<file path="config.mk">
export PLATFORM = sky130hd
export DESIGN_NAME = fifo_wr_arbiter
export DESIGN_NICKNAME = d
export VERILOG_FILES = /design/src/rtl/fifo_wr_arbiter.sv
export SDC_FILE = /design/constraint.sdc
export NUM_CORES = 1
export LEC_CHECK = 0
export CORE_UTILIZATION = 45
export CTS_BUF_LIST = sky130_fd_sc_hd__clkbuf_4 sky130_fd_sc_hd__clkbuf_8
export CTS_CLUSTER_DIAMETER = 200
export DETAILED_ROUTE_END_ITERATION = 16
export GPL_TIMING_DRIVEN = 0
export HOLD_SLACK_MARGIN = 0.15
export PLACE_DENSITY = 0.82
export REMOVE_ABC_BUFFERS = 1
export SYNTH_ARGS = -nofsm -noshare
export SYNTH_HDL_FRONTEND = slang
export SYNTH_SLANG_ARGS = --single-unit
</file>
<file path="constraint.sdc">
create_clock -name clk -period 2.7 [get_ports clk]
set_input_delay 0.81 -clock clk [delete_from_list [all_inputs] [get_ports clk]]
set_output_delay 0.81 -clock clk [all_outputs]
set_load 0.02 [all_outputs]
</file>
<file path="src/rtl/fifo_wr_arbiter.sv">
// Two-requester write arbiter feeding one downstream FIFO.
// Grants are held for a whole packet, or, when PKT_MODE=0, also cut by a beat limit or by an idle owner.
module fifo_wr_arbiter #(
    parameter int PKT_MODE  = 1,
    parameter int MAX_BURST = 16
) (
    input  logic        clk,
    input  logic        srst_n,

    input  logic        a_valid,
    input  logic        a_last,
    input  logic [7:0]  a_data,
    output logic        a_ready,

    input  logic        b_valid,
    input  logic        b_last,
    input  logic [7:0]  b_data,
    output logic        b_ready,

    input  logic        fifo_full,
    output logic        fifo_wr_en,
    output logic [7:0]  fifo_din,

    output logic [1:0]  grant,
    output logic        busy,
    output logic [15:0] a_count,
    output logic [15:0] b_count
);

    typedef enum logic [1:0] {
        IDLE    = 2'b00,
        SERVE_A = 2'b01,
        SERVE_B = 2'b10
    } state_t;

    localparam logic       BURST_MODE = (PKT_MODE == 0);
    localparam logic [8:0] BURST_LIM  = 9'(MAX_BURST);

    state_t      state_q, state_d;
    logic        last_b_q, last_b_d;   // 1: B was the most recent owner to release
    logic [7:0]  beat_q, beat_d;
    logic [15:0] a_count_q, a_count_d;
    logic [15:0] b_count_q, b_count_d;

    logic        a_xfer, b_xfer;
    logic        own_valid, own_last, own_xfer, other_valid;
    logic        release_now;
    logic [8:0]  beat_inc;
    state_t      own_state, other_state;

    // Handshake: a byte moves exactly when valid and ready are both high in
    // the same cycle; ready depends only on ownership and fifo_full, never on valid.
    assign a_ready    = (state_q == SERVE_A) && !fifo_full;
    assign b_ready    = (state_q == SERVE_B) && !fifo_full;
    assign a_xfer     = a_valid && a_ready;
    assign b_xfer     = b_valid && b_ready;
    assign fifo_wr_en = a_xfer || b_xfer;

    always_comb begin
        fifo_din = 8'h00;
        case (state_q)
            SERVE_A: fifo_din = a_data;
            SERVE_B: fifo_din = b_data;
            default: fifo_din = 8'h00;
        endcase
    end

    assign grant   = state_q;
    assign busy    = (state_q != IDLE);
    assign a_count = a_count_q;
    assign b_count = b_count_q;

    // Owner-relative view so both SERVE states share one release rule.
    always_comb begin
        own_valid   = 1'b0;
        own_last    = 1'b0;
        own_xfer    = 1'b0;
        other_valid = 1'b0;
        own_state   = IDLE;
        other_state = IDLE;
        if (state_q == SERVE_A) begin
            own_valid   = a_valid;
            own_last    = a_last;
            own_xfer    = a_xfer;
            other_valid = b_valid;
            own_state   = SERVE_A;
            other_state = SERVE_B;
        end else if (state_q == SERVE_B) begin
            own_valid   = b_valid;
            own_last    = b_last;
            own_xfer    = b_xfer;
            other_valid = a_valid;
            own_state   = SERVE_B;
            other_state = SERVE_A;
        end
    end

    assign beat_inc = {1'b0, beat_q} + 9'd1;

    always_comb begin
        release_now = 1'b0;
        if (state_q != IDLE && !fifo_full) begin
            release_now = (own_xfer && (own_last || (BURST_MODE && beat_inc == BURST_LIM)))
                       || (BURST_MODE && !own_valid && other_valid);
        end
    end

    always_comb begin
        state_d   = state_q;
        last_b_d  = last_b_q;
        beat_d    = beat_q;
        a_count_d = a_count_q + 16'(a_xfer);
        b_count_d = b_count_q + 16'(b_xfer);

        // A full FIFO freezes arbitration as well as data movement.
        if (!fifo_full) begin
            case (state_q)
                IDLE: begin
                    beat_d = 8'd0;
                    if (a_valid && b_valid) begin
                        state_d = last_b_q ? SERVE_A : SERVE_B;
                    end else if (a_valid) begin
                        state_d = SERVE_A;
                    end else if (b_valid) begin
                        state_d = SERVE_B;
                    end
                end
                SERVE_A, SERVE_B: begin
                    if (own_xfer) begin
                        beat_d = beat_q + 8'd1;
                    end
                    if (release_now) begin
                        last_b_d = (state_q == SERVE_B);
                        beat_d   = 8'd0;
                        if (other_valid) begin
                            state_d = other_state;
                        end else if (own_valid) begin
                            state_d = own_state;
                        end else begin
                            state_d = IDLE;
                        end
                    end
                end
                default: begin
                    state_d = IDLE;
                    beat_d  = 8'd0;
                end
            endcase
        end
    end

    always_ff @(posedge clk or negedge srst_n) begin
        if (!srst_n) begin
            state_q   <= IDLE;
            last_b_q  <= 1'b1;
            beat_q    <= 8'd0;
            a_count_q <= 16'd0;
            b_count_q <= 16'd0;
        end else begin
            state_q   <= state_d;
            last_b_q  <= last_b_d;
            beat_q    <= beat_d;
            a_count_q <= a_count_d;
            b_count_q <= b_count_d;
        end
    end

endmodule

</file>
==> results of run 1 <==
## metrics by stage
step	cells	setup TNS (ns)	setup WS [ns]	utilization, %
after global placement	282	-2.51	-0.496	67.5
after floorplan	166	0	0.233	-
after CTS	290	0	0.0465	69.6
after detailed placement	282	-2.81	-0.495	67.4
final	290	0	0.0575	69.9
after global routing	290	0	0.000854	69.9
## cells by family (layout without fill, tap and decap cells)
kind of cell	count (synthesis)	in the layout	share of synthesized area [%]
AND/OR/NAND/NOR	69	69	21.1
flip-flops	35	35	48.6
XOR/XNOR	28	28	13.6
AO/OA/AOI/OAI	18	18	7.29
buffers and inverters	9	81	1.94
adder cells (fa/ha/maj)	8	8	5.55
multiplexers	3	3	1.87
## flip-flops by register name (all words and copies together) (netlist names)
signal,count
grant,2
b_count,16
last_b_q,1
a_count,16
## worst max-delay path, cell delays in order
cell	delay, ns
clkdlybuf4s50_1	0.50
nor2b_1	0.16
dlygate4sd2_1	0.36
## power by group
group          leakage (uW)  switching [uW]  internal (uW)  total (uW)
sequential         0.000463            89.6            596         685
combinational      0.000664             491            436         928
clock             0.0000446             188            190         378
## how the worst min path moves through the flow
stage | from | end | slack, ns | cells after the start
6_report | a_count[15]$_DFF_PN0_ | a_count[15]$_DFF_PN0_ | 0.46 | 1
3_3_place_gp | a_count[15]$_DFF_PN0_ | a_count[15]$_DFF_PN0_ | 0.45 | 1
3_5_place_dp | a_count[15]$_DFF_PN0_ | a_count[15]$_DFF_PN0_ | 0.46 | 1
4_1_cts | a_count[15]$_DFF_PN0_ | a_count[15]$_DFF_PN0_ | 0.47 | 1
2_1_floorplan | srst_n | a_count[0]$_DFF_PN0_ | 0.51 | 0
5_1_grt | a_count[15]$_DFF_PN0_ | a_count[15]$_DFF_PN0_ | 0.49 | 1
## per-layer routing
metal  up-vias  part of all wire [%]  GRT usage, %  wire length, um
met5         -                     0             0                0
met4         0                   1.7          9.51               66
met3         6                   3.5          4.34              135
met2        35                    48          29.6             1850
met1       705                    47          25.8             1790
li1        741                     -             -                -
## what timing repair did
action	in CTS	in global routing
setup endpoints to repair	11	6
buffers inserted	0	0
resized for setup	18	1
## cell type report
type / instances / area, sq um / share of cell area, %
Clock buffer: 6 / 76.3 / 2.92
Clock inverter: 2 / 12.5 / 0.478
Inverter: 5 / 18.8 / 0.718
Multi-Input combinational cell: 126 / 908 / 34.7
Sequential cell: 35 / 877 / 33.5
Tap cell: 48 / 60.1 / 2.30
Timing Repair Buffer: 68 / 662 / 25.3
## cells in the mapped netlist
master	n	area, sq um
mux2_1	3	33.8
nand2b_1	2	12.5
nor4_2	1	12.5
nor4_1	1	6.26
nor2_1	7	26.3
and3b_1	1	8.76
a31oi_1	1	6.26
a21o_1	1	7.51
buf_2	1	5.00
xor2_1	12	105
clkbuf_1	3	11.3
nand4_1	6	37.5
and3_1	3	18.8
dfrtp_1	34	851
ha_1	8	100
a211o_1	1	8.76
nor2b_1	11	68.8
a22oi_1	9	67.6
dfstp_2	1	26.3
and2_1	1	6.26
o22a_1	1	8.76
a21oi_1	3	15.0
o21ai_0	1	5.00
nand3b_1	1	7.51
xnor2_1	16	140
nand3_1	17	85.1
inv_1	5	18.8
a211oi_2	1	12.5
nor3_1	6	30.0
and4_1	3	26.3
nand2_1	9	33.8
==> impl_results.md, run 1 <==
- Number of antenna violations at the first check in global routing: 0
- R2R depth: 9
- Worst Path Arrival: 1.83 ns
- CP endpoint kind: output pin
- Yosys reg bits: 35
- Post-DP Area: 2520 sq um
- Routability cong.: 0.742
- Detail Route Antenna Nets: 0
- Worst endpoint required time: 1.89 ns
- Critical R2R Capture: a_count[14]$_DFF_PN0_
- Syn avg cell area: 10.6 sq um
- P&R area growth vs syn: 45.0%
- Status: completed
- ANT cells: 0
- Final Hold Slack: 0.463 ns
- Sequential cell area fraction in the yosys report: 48.6%
- Hold Buf Count CTS: 0
- Worst-path fanout max: 5
- Count of pins over their slew limit: 0
- CTS tree: built
- Die area: 4260 sq um
- Gr usage total: 19.4%
- Die width: 65.3 um
- LEAKAGE: 0.00117 uW
- First-pass GRT wire length: 6220 um
- Nets: 272
- Post-DP HPWL: 2880 um
- Most frequent cells in the layout: clkdlybuf4s50_1, dfrtp_1, nand3_1, xnor2_1
- Startpoint types: primary input
- Clock transition at path regs: 0.07 ns
- Skew final: 0.00365 ns
- Vias per cell: 5.13
- Leading cell type in the layout, fill and taps excluded: clkdlybuf4s50_1
- Crit path to: a_ready
- Layout fillers: 316
- Depth of the CTS H-tree: 2
- Maximum VDD drop: 913 uV
- Io pins: 69
- Yosys cell types: 31
- CTS max path bufs: 2
- Site Rows: 22
- Gate Count Post-Synth: 170
- Num Clock Sinks: 35
- PortBufs: 68
- Worst-skew pair later-pin latency: 0.29 ns
- Vias: 1487
- Post-Syn Area: 1800 sq um
- Fmax achieved: 378 MHz
- Routed wire length: 3840 um
- Starting density of the core: 48.2%
- Worst Tran Pin Value: 0.743 ns
- Final instance area: 2620 sq um
- Largest net degree at the start of global routing: 36
- Relative slew slack: 50.5%
- Reg2reg setup slack: 0.42 ns
- GRT Residual Overflow: 0
- Warnings from Yosys: 0
- Hold/Removal Path Class: flop to flop
- Endpoints failing setup: 0
- Wire length per cell: 13.2 um
- Number of max-cap violations: 0
- Drt pass-1 iters: 4
- Share of cells above drive strength 1: 6.61%
- CORE AREA: 3740 sq um
- Starting DRT DRC Count: 91
- RSZ-0062 raised after global routing: false
- Kind of critical path: primary input to output pin
- Final Hold Fails: 0
- Reg-to-reg startpoint: grant[1]$_DFFE_PN0P_
- CP Launch Point: fifo_full
- Number of global-route vias before repair: 1342
- DRC errors left: 0
- Crit path time final: 2.64 ns
- TritonCTS buffer count: 5
- Clock Tree Root: clkbuf_8
- Final Cycle Share: 97.9%
- Die H: 65.3 um
- Overall Power: 1990 uW
- Pwr per Cell Area: 761 nW/um^2
No activity file was read; power rests on OpenSTA's default activity.
==> inputs of run 2 (changes only) <==
- PLACE_DENSITY: 0.82 -> 0.86
==> impl_results.md, run 2 (synthesis results as in run 1) <==
- CP endpoint kind: output pin
- Kind of critical path: primary input to output pin
- Placed cells: 282
- CP cell instances: clkdlybuf4s50_1, nor2b_1, dlygate4sd2_1
- R2R depth: 9
- Starting density of the core: 48.2%
- CTS tree: built
- RSZ-0062 raised after global routing: false
- Routed wire length: 4080 um
- GRT Residual Overflow: 0
- Register Area: 878 sq um
- Final cell count without fillers: 290
- Overall Power: 2050 uW
- Multi-input logic area: 928 sq um
- Largest net degree at the start of global routing: 36
- Worst-path fanout max: 5
- Vias per cell: 5.26
- Number of antenna violations at the first check in global routing: 0
- Clock Tree Root: clkbuf_8
- Slowest cell on the critical path: clkdlybuf4s50_1
- Highest routed layer: met4
- Clock transition at path regs: 0.07 ns
- Skew final: 0.00464 ns
- Detail Route Antenna Nets: 0
- Worst Tran Pin Value: 0.735 ns
- Die area: 4260 sq um
- Number of max-cap violations: 0
- Num Clock Sinks: 35
- Leading cell type in the layout, fill and taps excluded: clkdlybuf4s50_1
- Endpoints failing setup: 0
- CORE AREA: 3740 sq um
- DR WL met3: 120 um
- Post-Place Setup Slack: -0.498 ns
- Layout fillers: 287
- WHS Path Cells: 1
- DRC errors left: 0
- Final Hold Fails: 0
- Wire length per cell: 14.1 um
- Routability cong.: 0.716
- Met2 routed WL: 2030 um
- Hold Buf Count CTS: 0
- First-pass GRT wire length: 6730 um
- Maximum VDD drop: 828 uV
- Pwr per Cell Area: 778 nW/um^2
- Die width: 65.3 um
- Relative slew slack: 51.0%
- Post-DP HPWL: 2920 um
- Drt pass-1 iters: 5
- Nets: 272
- Number of global-route vias before repair: 1451
- Hold/Removal Path Class: flop to flop
- Met1 WL: 1880 um
- Setup_tns: 0 ns
- CTS max path bufs: 2
- Io pins: 69
- Final Cycle Share: 97.9%
- Starting DRT DRC Count: 130
- Share of cells above drive strength 1: 7.02%
- TritonCTS buffer count: 5
- Worst endpoint required time: 1.89 ns
- LEAKAGE: 0.00117 uW
- Count of pins over their slew limit: 0
- Most frequent cells in the layout: clkdlybuf4s50_1, dfrtp_1, nand3_1, xnor2_1
- Site Rows: 22
- P&R area growth vs syn: 46.2%
- Fmax achieved: 378 MHz
- Gr usage total: 20.7%
- Depth of the CTS H-tree: 2
- Status: completed
- Startpoint types: primary input
- Die H: 65.3 um
- Worst-skew pair later-pin latency: 0.29 ns
- CP peak stage delay: 0.50 ns
- PortBufs: 68
- Vias: 1524
- Final setup margin: 0.0558 ns
- Crit path time final: 2.64 ns
- ANT cells: 0
- Worst Path Arrival: 1.83 ns
[run 2: cell type report]
type | instances | area share, %
clock buffer | 6 | 2.90
clock inverter | 2 | 0.475
inverter | 5 | 0.712
multi-input combinational | 126 | 35.2
sequential | 35 | 33.3
tap | 48 | 2.28
timing repair buffer | 68 | 25.1
[run 2: routing by layer]
layer	track usage, %	up-vias
li1	-	742
met1	26.9	746
met2	32.7	31
met3	5.90	5
met4	7.34	0
met5	0	-
[run 2: power breakdown]
group / internal, uW / switching, uW
Combinational: 470 / 513
Clock: 190 / 191
Sequential: 597 / 89.8
Total: 1260 / 794
[run 2: worst paths after layout]
path,startpoint,end,slack [ns]
max in group asynchronous,srst_n,grant[0]$_DFFE_PN0P_,1.61
min in group asynchronous,srst_n,b_count[9]$_DFF_PN0_,0.58
min,a_count[15]$_DFF_PN0_,a_count[15]$_DFF_PN0_,0.47
min reg2reg,a_count[15]$_DFF_PN0_,a_count[15]$_DFF_PN0_,0.47
max reg2reg,grant[1]$_DFFE_PN0P_,a_count[14]$_DFF_PN0_,0.37
max,fifo_full,a_ready,0.06
[run 2: repair_timing]
item,4_1_cts,5_1_grt
gates resized for setup,18,4
setup endpoints to repair,11,9
buffers inserted,0,0
[run 2: stage by stage]
step                      util, %  hold slack, ns  cell area (sq um)
final                        70.4           0.472               2640
after global routing         70.4           0.494               2640
after CTS                    69.6           0.475               2610
after detailed placement     67.4           0.465               2520
after global placement       67.5           0.456               2530
after floorplan                 -           0.514               1790
[run 2: critical path: cells and delay by family]
family                 cells  cell delay, ns
buffers and inverters      2            0.86
and+or+nand+nor            1            0.16
